### src/rtl/data_mem_access_unit.sv
// Multi-cycle load/store unit: req/ack data bus, lane steering, load extension, stall.
// Optional BUS_TIMEOUT_EN adds a wait-state timeout with a sticky bus_error flag.
module data_mem_access_unit #(
    parameter int ADDR_WIDTH     = 32,
    parameter int TIMEOUT_CYCLES = 255
) (
    input  logic                  clk,
    input  logic                  reset,
    input  logic                  mem_read,
    input  logic                  mem_write,
    input  logic [1:0]            mem_size,
    input  logic                  mem_unsigned,
    input  logic [ADDR_WIDTH-1:0] aluout,
    input  logic [31:0]           writeData,
    output logic [31:0]           readData,
    output logic                  stall,
    output logic                  misaligned,
    output logic                  bus_req,
    output logic                  bus_we,
    output logic [ADDR_WIDTH-1:0] bus_addr,
    output logic [31:0]           bus_wdata,
    output logic [3:0]            bus_be,
`ifdef BUS_TIMEOUT_EN
    output logic                  bus_error,
`endif
    input  logic [31:0]           bus_rdata,
    input  logic                  bus_ack
);

    typedef enum logic [1:0] {S_IDLE, S_WAIT, S_DONE} state_t;

    state_t                r_state;
    state_t                w_next;
    logic                  r_req;
    logic                  r_we;
    logic                  r_uns;
    logic [1:0]            r_size;
    logic [1:0]            r_lo;
    logic [ADDR_WIDTH-1:0] r_addr;
    logic [31:0]           r_wdata;
    logic [3:0]            r_be;
    logic [31:0]           r_rdata;

    logic                  w_access;
    logic                  w_timeout;
    logic                  w_finish;
    logic [3:0]            w_be;
    logic [31:0]           w_wdata;
    logic [31:0]           w_lane;
    logic [31:0]           w_load;

    assign misaligned = ((mem_size == 2'b01) & aluout[0])
                      | (mem_size[1] & (aluout[1:0] != 2'b00));
    assign w_access   = (mem_read | mem_write) & ~misaligned;
    assign w_finish   = (r_state == S_WAIT) & (bus_ack | w_timeout);

    always_comb begin
        w_be    = 4'b1111;
        w_wdata = writeData;
        case (mem_size)
            2'b00: begin
                w_be    = 4'b0001 << aluout[1:0];
                w_wdata = {4{writeData[7:0]}};
            end
            2'b01: begin
                w_be    = 4'b0011 << aluout[1:0];
                w_wdata = {2{writeData[15:0]}};
            end
            default: ;
        endcase
    end

    // Word accesses are aligned, so r_lo is 0 and the shifted lane is the whole word.
    assign w_lane = bus_rdata >> {r_lo, 3'b000};

    always_comb begin
        w_load = w_lane;
        case (r_size)
            2'b00:   w_load = {{24{~r_uns & w_lane[7]}}, w_lane[7:0]};
            2'b01:   w_load = {{16{~r_uns & w_lane[15]}}, w_lane[15:0]};
            default: ;
        endcase
    end

`ifdef BUS_TIMEOUT_EN
    localparam logic [15:0] LP_TO = 16'(TIMEOUT_CYCLES);
    logic [15:0] r_cnt;
    logic        r_err;

    assign w_timeout = (r_state == S_WAIT) & ~bus_ack
                     & ((r_cnt + 16'd1) >= LP_TO);
    assign bus_error = r_err;

    always_ff @(posedge clk or negedge reset) begin
        if (!reset) begin
            r_cnt <= '0;
            r_err <= 1'b0;
        end else begin
            if (r_state != S_WAIT)
                r_cnt <= '0;
            else if (!bus_ack)
                r_cnt <= r_cnt + 16'd1;
            if (w_timeout)
                r_err <= 1'b1;
        end
    end
`else
    assign w_timeout = 1'b0;
`endif

    always_ff @(posedge clk or negedge reset) begin
        if (!reset)
            r_state <= S_IDLE;
        else
            r_state <= w_next;
    end

    always_comb begin
        w_next = r_state;
        unique case (r_state)
            S_IDLE:  if (w_access) w_next = S_WAIT;
            S_WAIT:  if (bus_ack | w_timeout) w_next = S_DONE;
            S_DONE:  w_next = S_IDLE;
            default: w_next = S_IDLE;
        endcase
    end

    always_comb begin
        stall = ((r_state == S_IDLE) & w_access) | (r_state == S_WAIT);
    end

    always_ff @(posedge clk or negedge reset) begin
        if (!reset) begin
            r_req   <= 1'b0;
            r_we    <= 1'b0;
            r_uns   <= 1'b0;
            r_size  <= 2'b00;
            r_lo    <= 2'b00;
            r_addr  <= '0;
            r_wdata <= '0;
            r_be    <= '0;
            r_rdata <= '0;
        end else if ((r_state == S_IDLE) && w_access) begin
            r_req   <= 1'b1;
            r_we    <= mem_write;
            r_uns   <= mem_unsigned;
            r_size  <= mem_size;
            r_lo    <= aluout[1:0];
            r_addr  <= {aluout[ADDR_WIDTH-1:2], 2'b00};
            r_wdata <= w_wdata;
            r_be    <= w_be;
        end else if (w_finish) begin
            r_req <= 1'b0;
            if (!r_we)
                r_rdata <= bus_ack ? w_load : 32'd0;
        end
    end

    assign bus_req   = r_req;
    assign bus_we    = r_we;
    assign bus_addr  = r_addr;
    assign bus_wdata = r_wdata;
    assign bus_be    = r_be;
    assign readData  = r_rdata;

endmodule

### config.mk
export PLATFORM = sky130hd
export DESIGN_NAME = data_mem_access_unit
export DESIGN_NICKNAME = d
export VERILOG_FILES = /design/src/rtl/data_mem_access_unit.sv
export SDC_FILE = /design/constraint.sdc
export NUM_CORES = 1
export LEC_CHECK = 0
export ABC_AREA = 1
export CAP_MARGIN = 15
export CORE_MARGIN = 1
export CORE_UTILIZATION = 45
export CTS_CLUSTER_DIAMETER = 150
export DETAILED_ROUTE_END_ITERATION = 8
export GPL_TIMING_DRIVEN = 0
export HOLD_SLACK_MARGIN = 0.05
export PLACE_DENSITY = 0.83
export SLEW_MARGIN = 15
export SYNTH_ARGS = -nofsm -noshare
export SYNTH_HDL_FRONTEND = slang
export SYNTH_SLANG_ARGS = --single-unit
### constraint.sdc
create_clock -name clk -period 4.15 [get_ports clk]
set_input_delay 0.83 -clock clk [delete_from_list [all_inputs] [get_ports clk]]
set_output_delay 0.83 -clock clk [all_outputs]
set_load 0.03 [all_outputs]
**Yosys cells after proc, flatten, opt, wreduce, memory -nomap -nowiden**

Index checks and enable logic that the tools add are counted.

- Equality and inequality tests: 5
- Shift-type cells: 3
- Muxes and demuxes: 9
- Bitwise gates (word level): 14
- Reductions and logical operators: 8

Operators by type and width:

| cell | number |
|---|---|
| 32-bit case mux with 2 select lines | 2 |
| 32-bit two-way mux | 1 |
| 32-bit by 5-bit right shift with 32-bit output | 1 |
| 4-bit case mux with 2 select lines | 1 |
| 1-bit AND | 7 |
| 2-bit by 1-bit equality test with 1-bit output, second input constant | 3 |
| 2-bit zero test | 3 |
| 2-bit two-way mux | 2 |
| 2-bit != test, second input constant | 2 |
| 1-bit NOT | 4 |
| 2-bit case mux with 2 select lines | 1 |
| 2-bit nonzero test | 2 |
| 1-bit by 2-bit << shifter with 4-bit output, first input constant | 1 |
| 2-bit by 2-bit << shifter with 4-bit output, first input constant | 1 |
| 1-bit OR | 3 |
| 3-bit AND reduction | 1 |
| 1-bit two-way mux | 2 |
| 2-bit AND reduction | 1 |
| 1-bit logical AND | 1 |

- Flip-flop bits (word level): 107
- Output and inout bits: 104
- Word-level logic and storage cells: 49

**Depth between registers and ports, before layout**

- Depth in word-level cells: 8
- Gate-level depth with buffers: 10

**Worst setup path after synthesis**

No wires, ideal clock.

- Kind: input to output
- Start: in mem_size[0]
- End: out stall
- Arrival time: 1.692 ns
- Data required time: 3.320 ns
- Path slack: 1.628 ns
- Stages on the path: 7
- Buffers on the path: 2
- Cell sequence: inv_1 nor2_4 nand2_2 nand3_2 buf_6 buf_4 nand2_1

- Cells in the longest elaborated chain, start to end: 7

Ends and longest elaborated chain:

| what | line | source |
|---|---|---|
| start: declaration | 11 | `input logic [1:0] mem_size,` |
| 2-bit by 1-bit equality test with 1-bit output | 52 | `assign misaligned = ((mem_size == 2'b01) & aluout[0])` |
| 1-bit AND | 52 |  |
| 1-bit OR | 53 | `\| (mem_size[1] & (aluout[1:0] != 2'b00));` |
| 1-bit NOT | 54 | `assign w_access = (mem_read \| mem_write) & ~misaligned;` |
| 1-bit AND | 54 |  |
| 1-bit AND | 129 | `stall = ((r_state == S_IDLE) & w_access) \| (r_state == S_WAIT);` |
| 1-bit OR | 129 |  |
| end: declaration | 16 | `output logic stall,` |

Every way passes these cells.

**Final worst setup path**

Same ends and word-level chain as after synthesis.

==> flow_metrics.env <==
export IMPL_cap_violations=0
export IMPL_cts_made_buffers=9
export IMPL_postRouteAntennaNets=0
export IMPL_crit_top_cell="clkdlybuf4s50_1"
export IMPL_synth_simple_area_share=0.3384
export IMPL_setup_worst_path_start="mem_size[0]"
export IMPL_post_route_period_util=0.9003
export IMPL_final_util=0.7018
export IMPL_dpl_hpwl_microns=11850
export IMPL_place_congestion=0.9259
export IMPL_placed_area_sq_mm=0.007483
export IMPL_area_growth_pct=48.84
export IMPL_cts_root_buffer="clkbuf_16"
export IMPL_synthAdderAreaFrac=0
export IMPL_die_h_microns=109.7
export IMPL_r2r_end="readData[27]$_DFFE_PN0P_"
export IMPL_grt_pass1_vias=5101
export IMPL_synth_seq_cells=107
export IMPL_grt_first_pass_wirelength_microns=25070
export IMPL_fmax_mhz=267.6
export IMPL_critical_path_peak_fanout=10
export IMPL_fin_skew_ns=0.007680
export IMPL_clockBufferDepth=2
export IMPL_drt_wl_total_microns=15830
export IMPL_dr_pass1_iters=5
export IMPL_outcome="complete, no violations"
export IMPL_syn_inst=683
export IMPL_antenna_found_initial=0
export IMPL_cts_clk_slew_worst_paths_ns=0.07
export IMPL_die_x_microns=109.7
export IMPL_cts_sinks=107
export IMPL_clk_latency_ns=0.35
export IMPL_postCtsSetupBuffers=0
export IMPL_drc=0
export IMPL_nets=1005
export IMPL_slew_limit_headroom=0.6084
export IMPL_hold_viol_final=0
export IMPL_avgViaCountPerCell=4.947
export IMPL_synth_top_area_frac=0.5126
export IMPL_final_cell_area_sq_mm=0.007775
export IMPL_required_ns=3.32
export IMPL_post_cts_resized=0
export IMPL_diodes=0
export IMPL_rr_startpoint="bus_we$_DFFE_PN0P_"
export IMPL_grt_use_total=0.2781
export IMPL_powerDensity_mw_per_mm2=767.5
export IMPL_ys_types=26
export IMPL_hold_path_class="in2async"
export IMPL_overflow=0
export IMPL_cp_end_kind="output pin"
export IMPL_grt_max_degree=60
export IMPL_layout_drive_gt1_share=0.07947
export IMPL_syn_area_per_cell_sq_um=7.648
export IMPL_finalSetupViolCount=0
export IMPL_io_buffer_count=205
export IMPL_yosys_warnings=0
export IMPL_synth_top_family_by_area="simple AND/OR/NAND/NOR gates"
export IMPL_synth_compound_area_share=0.07377
export IMPL_via_count=5175
export IMPL_rows=38
export IMPL_synthXorXnorAreaFrac=0
export IMPL_worst_slew_pin_slew_ns=0.5852
export IMPL_start_util=0.4715
export IMPL_reg2reg_depth=6
export IMPL_ctsHtreeMaxLevel=3
export IMPL_crit_arrival_ns=2.91
export IMPL_netlist_top_cell_by_area="dfrtp_1"
export IMPL_wl_per_cell_microns=15.14
export IMPL_crit_slowest_cell="clkdlybuf4s50_1"
export IMPL_rsz0062_at_grt="no"
export IMPL_synth_seq_area_share=0.5126
export IMPL_leakagePower_nw=3.835
export IMPL_max_stage_delay_ns=0.61
export IMPL_synthMuxAreaShare=0
export IMPL_dieArea_sq_mm=0.01204
export IMPL_drtIter0Drc=318
export IMPL_period_minus_slack_ns=3.736
export IMPL_maxSlewViolCount=0
export IMPL_crit_chain="clkdlybuf4s50_1, inv_1, nor2_4, nand2_2, nand3_2, buf_6, buf_4, nand2_1, clkdlybuf4s50_1"
export IMPL_hold_buffers=0
export IMPL_regToRegSetupSlack_ns=2.57
export IMPL_netlist_area_sq_mm=0.005224
export IMPL_path_class="in2out"
export IMPL_vdd_drop_max_v=0.0004114
export IMPL_io_pins=208
export IMPL_ys_top_cells_by_area="dfrtp_1 51%, nand2_1 26%, nand3_1 4.7%"
export IMPL_cts_tree="done"
export IMPL_core_sq_mm=0.01108
export IMPL_cp_start_kind="primary input"
-- registers in the layout, indices dropped and copies added (netlist names) --
name / count
bus_wdata: 32
readData: 32
bus_addr: 30
bus_be: 4
r_lo: 2
r_size: 2
r_state: 2
bus_req: 1
bus_we: 1
r_uns: 1
-- worst max-delay path: cells and delay by family --
family | cells | cell delay, ns
and+or+nand+nor | 4 | 0.54
buffers and inverters | 5 | 1.52
-- cell type report --
class,instances,area [sq um]
Buffer,42,301.5
Clock buffer,13,270.3
Clock inverter,3,21.27
Fill cell,908,3303
Inverter,22,87.58
Multi-Input combinational cell,513,2161
Sequential cell,107,2678
Tap cell,140,175.2
Timing Repair Buffer,206,2081
-- per-stage QoR --
step / total power, mW / setup WS, ns / std cells / setup TNS [ns] / hold WS (ns)
after global placement: 5.081 / -1.907 / 1029 / -203.08 / 0.4610
final: 5.967 / 0.4137 / 1046 / 0 / 0.4136
after floorplan: 3.744 / 1.628 / 684 / 0 / 0.4588
after CTS: 6.002 / 0.3879 / 1046 / 0 / 0.4238
after global routing: 6.351 / 0.3131 / 1046 / 0 / 0.4441
after detailed placement: 5.131 / 0.4096 / 1030 / 0 / 0.4640
-- kinds of logic after synthesis --
family | after synthesis
AND/OR/NAND/NOR | 434
flip-flops | 107
AO/OA/AOI/OAI | 77
buffers and inverters | 64
other | 1
-- worst max-delay path by stage --
stage,endpoint,slack [ns],cells after the start
floorplan,stall,1.63,7
global placement,bus_addr[14]$_DFFE_PN0P_,-1.91,1
detailed placement,stall,0.41,9
CTS,stall,0.39,9
global route,stall,0.31,9
finish,stall,0.41,9
-- cells in the mapped netlist (all sizes together) --
cell type	count
nand2	362
dfrtp	107
nand3	53
o21ai	43
a21oi	34
buf	33
inv	22
nor2	10
or2	8
clkbuf	7
dlygate4sd1	2
conb	1
nand4	1
-- where the power goes --
group / total [mW] / switching [mW] / internal, mW
Clock: 0.844 / 0.386 / 0.457
Sequential: 1.77 / 0.261 / 1.51
Combinational: 3.35 / 2.01 / 1.34
-- layout by cell type, fill, tap and decap left out, types with 2 or more instances in the layout --
master	synthesis	routed
a21oi_1	34	34
buf_2	15	15
buf_4	12	12
buf_6	5	6
clkbuf_1	4	5
clkbuf_16	0	9
clkbuf_8	2	5
clkdlybuf4s50_1	0	204
conb_1	1	2
dfrtp_1	107	107
dlygate4sd1_1	2	2
inv_1	19	19
inv_2	2	2
nand2_1	360	360
nand2_2	2	2
nand3_1	49	49
nand3_2	2	2
nand3_4	2	2
nor2_1	8	8
o21ai_0	36	36
o21ai_1	7	7
or2_2	8	8
-- metal layers --
metal	global-route usage	up-vias	routed length (microns)
li1	-	2581	-
met5	0	-	0
met3	0.06817	34	1303
met2	0.4483	225	7338
met4	0.1324	0	477
met1	0.3509	2335	6713
Note: power is estimated with default switching activity, not from simulation.
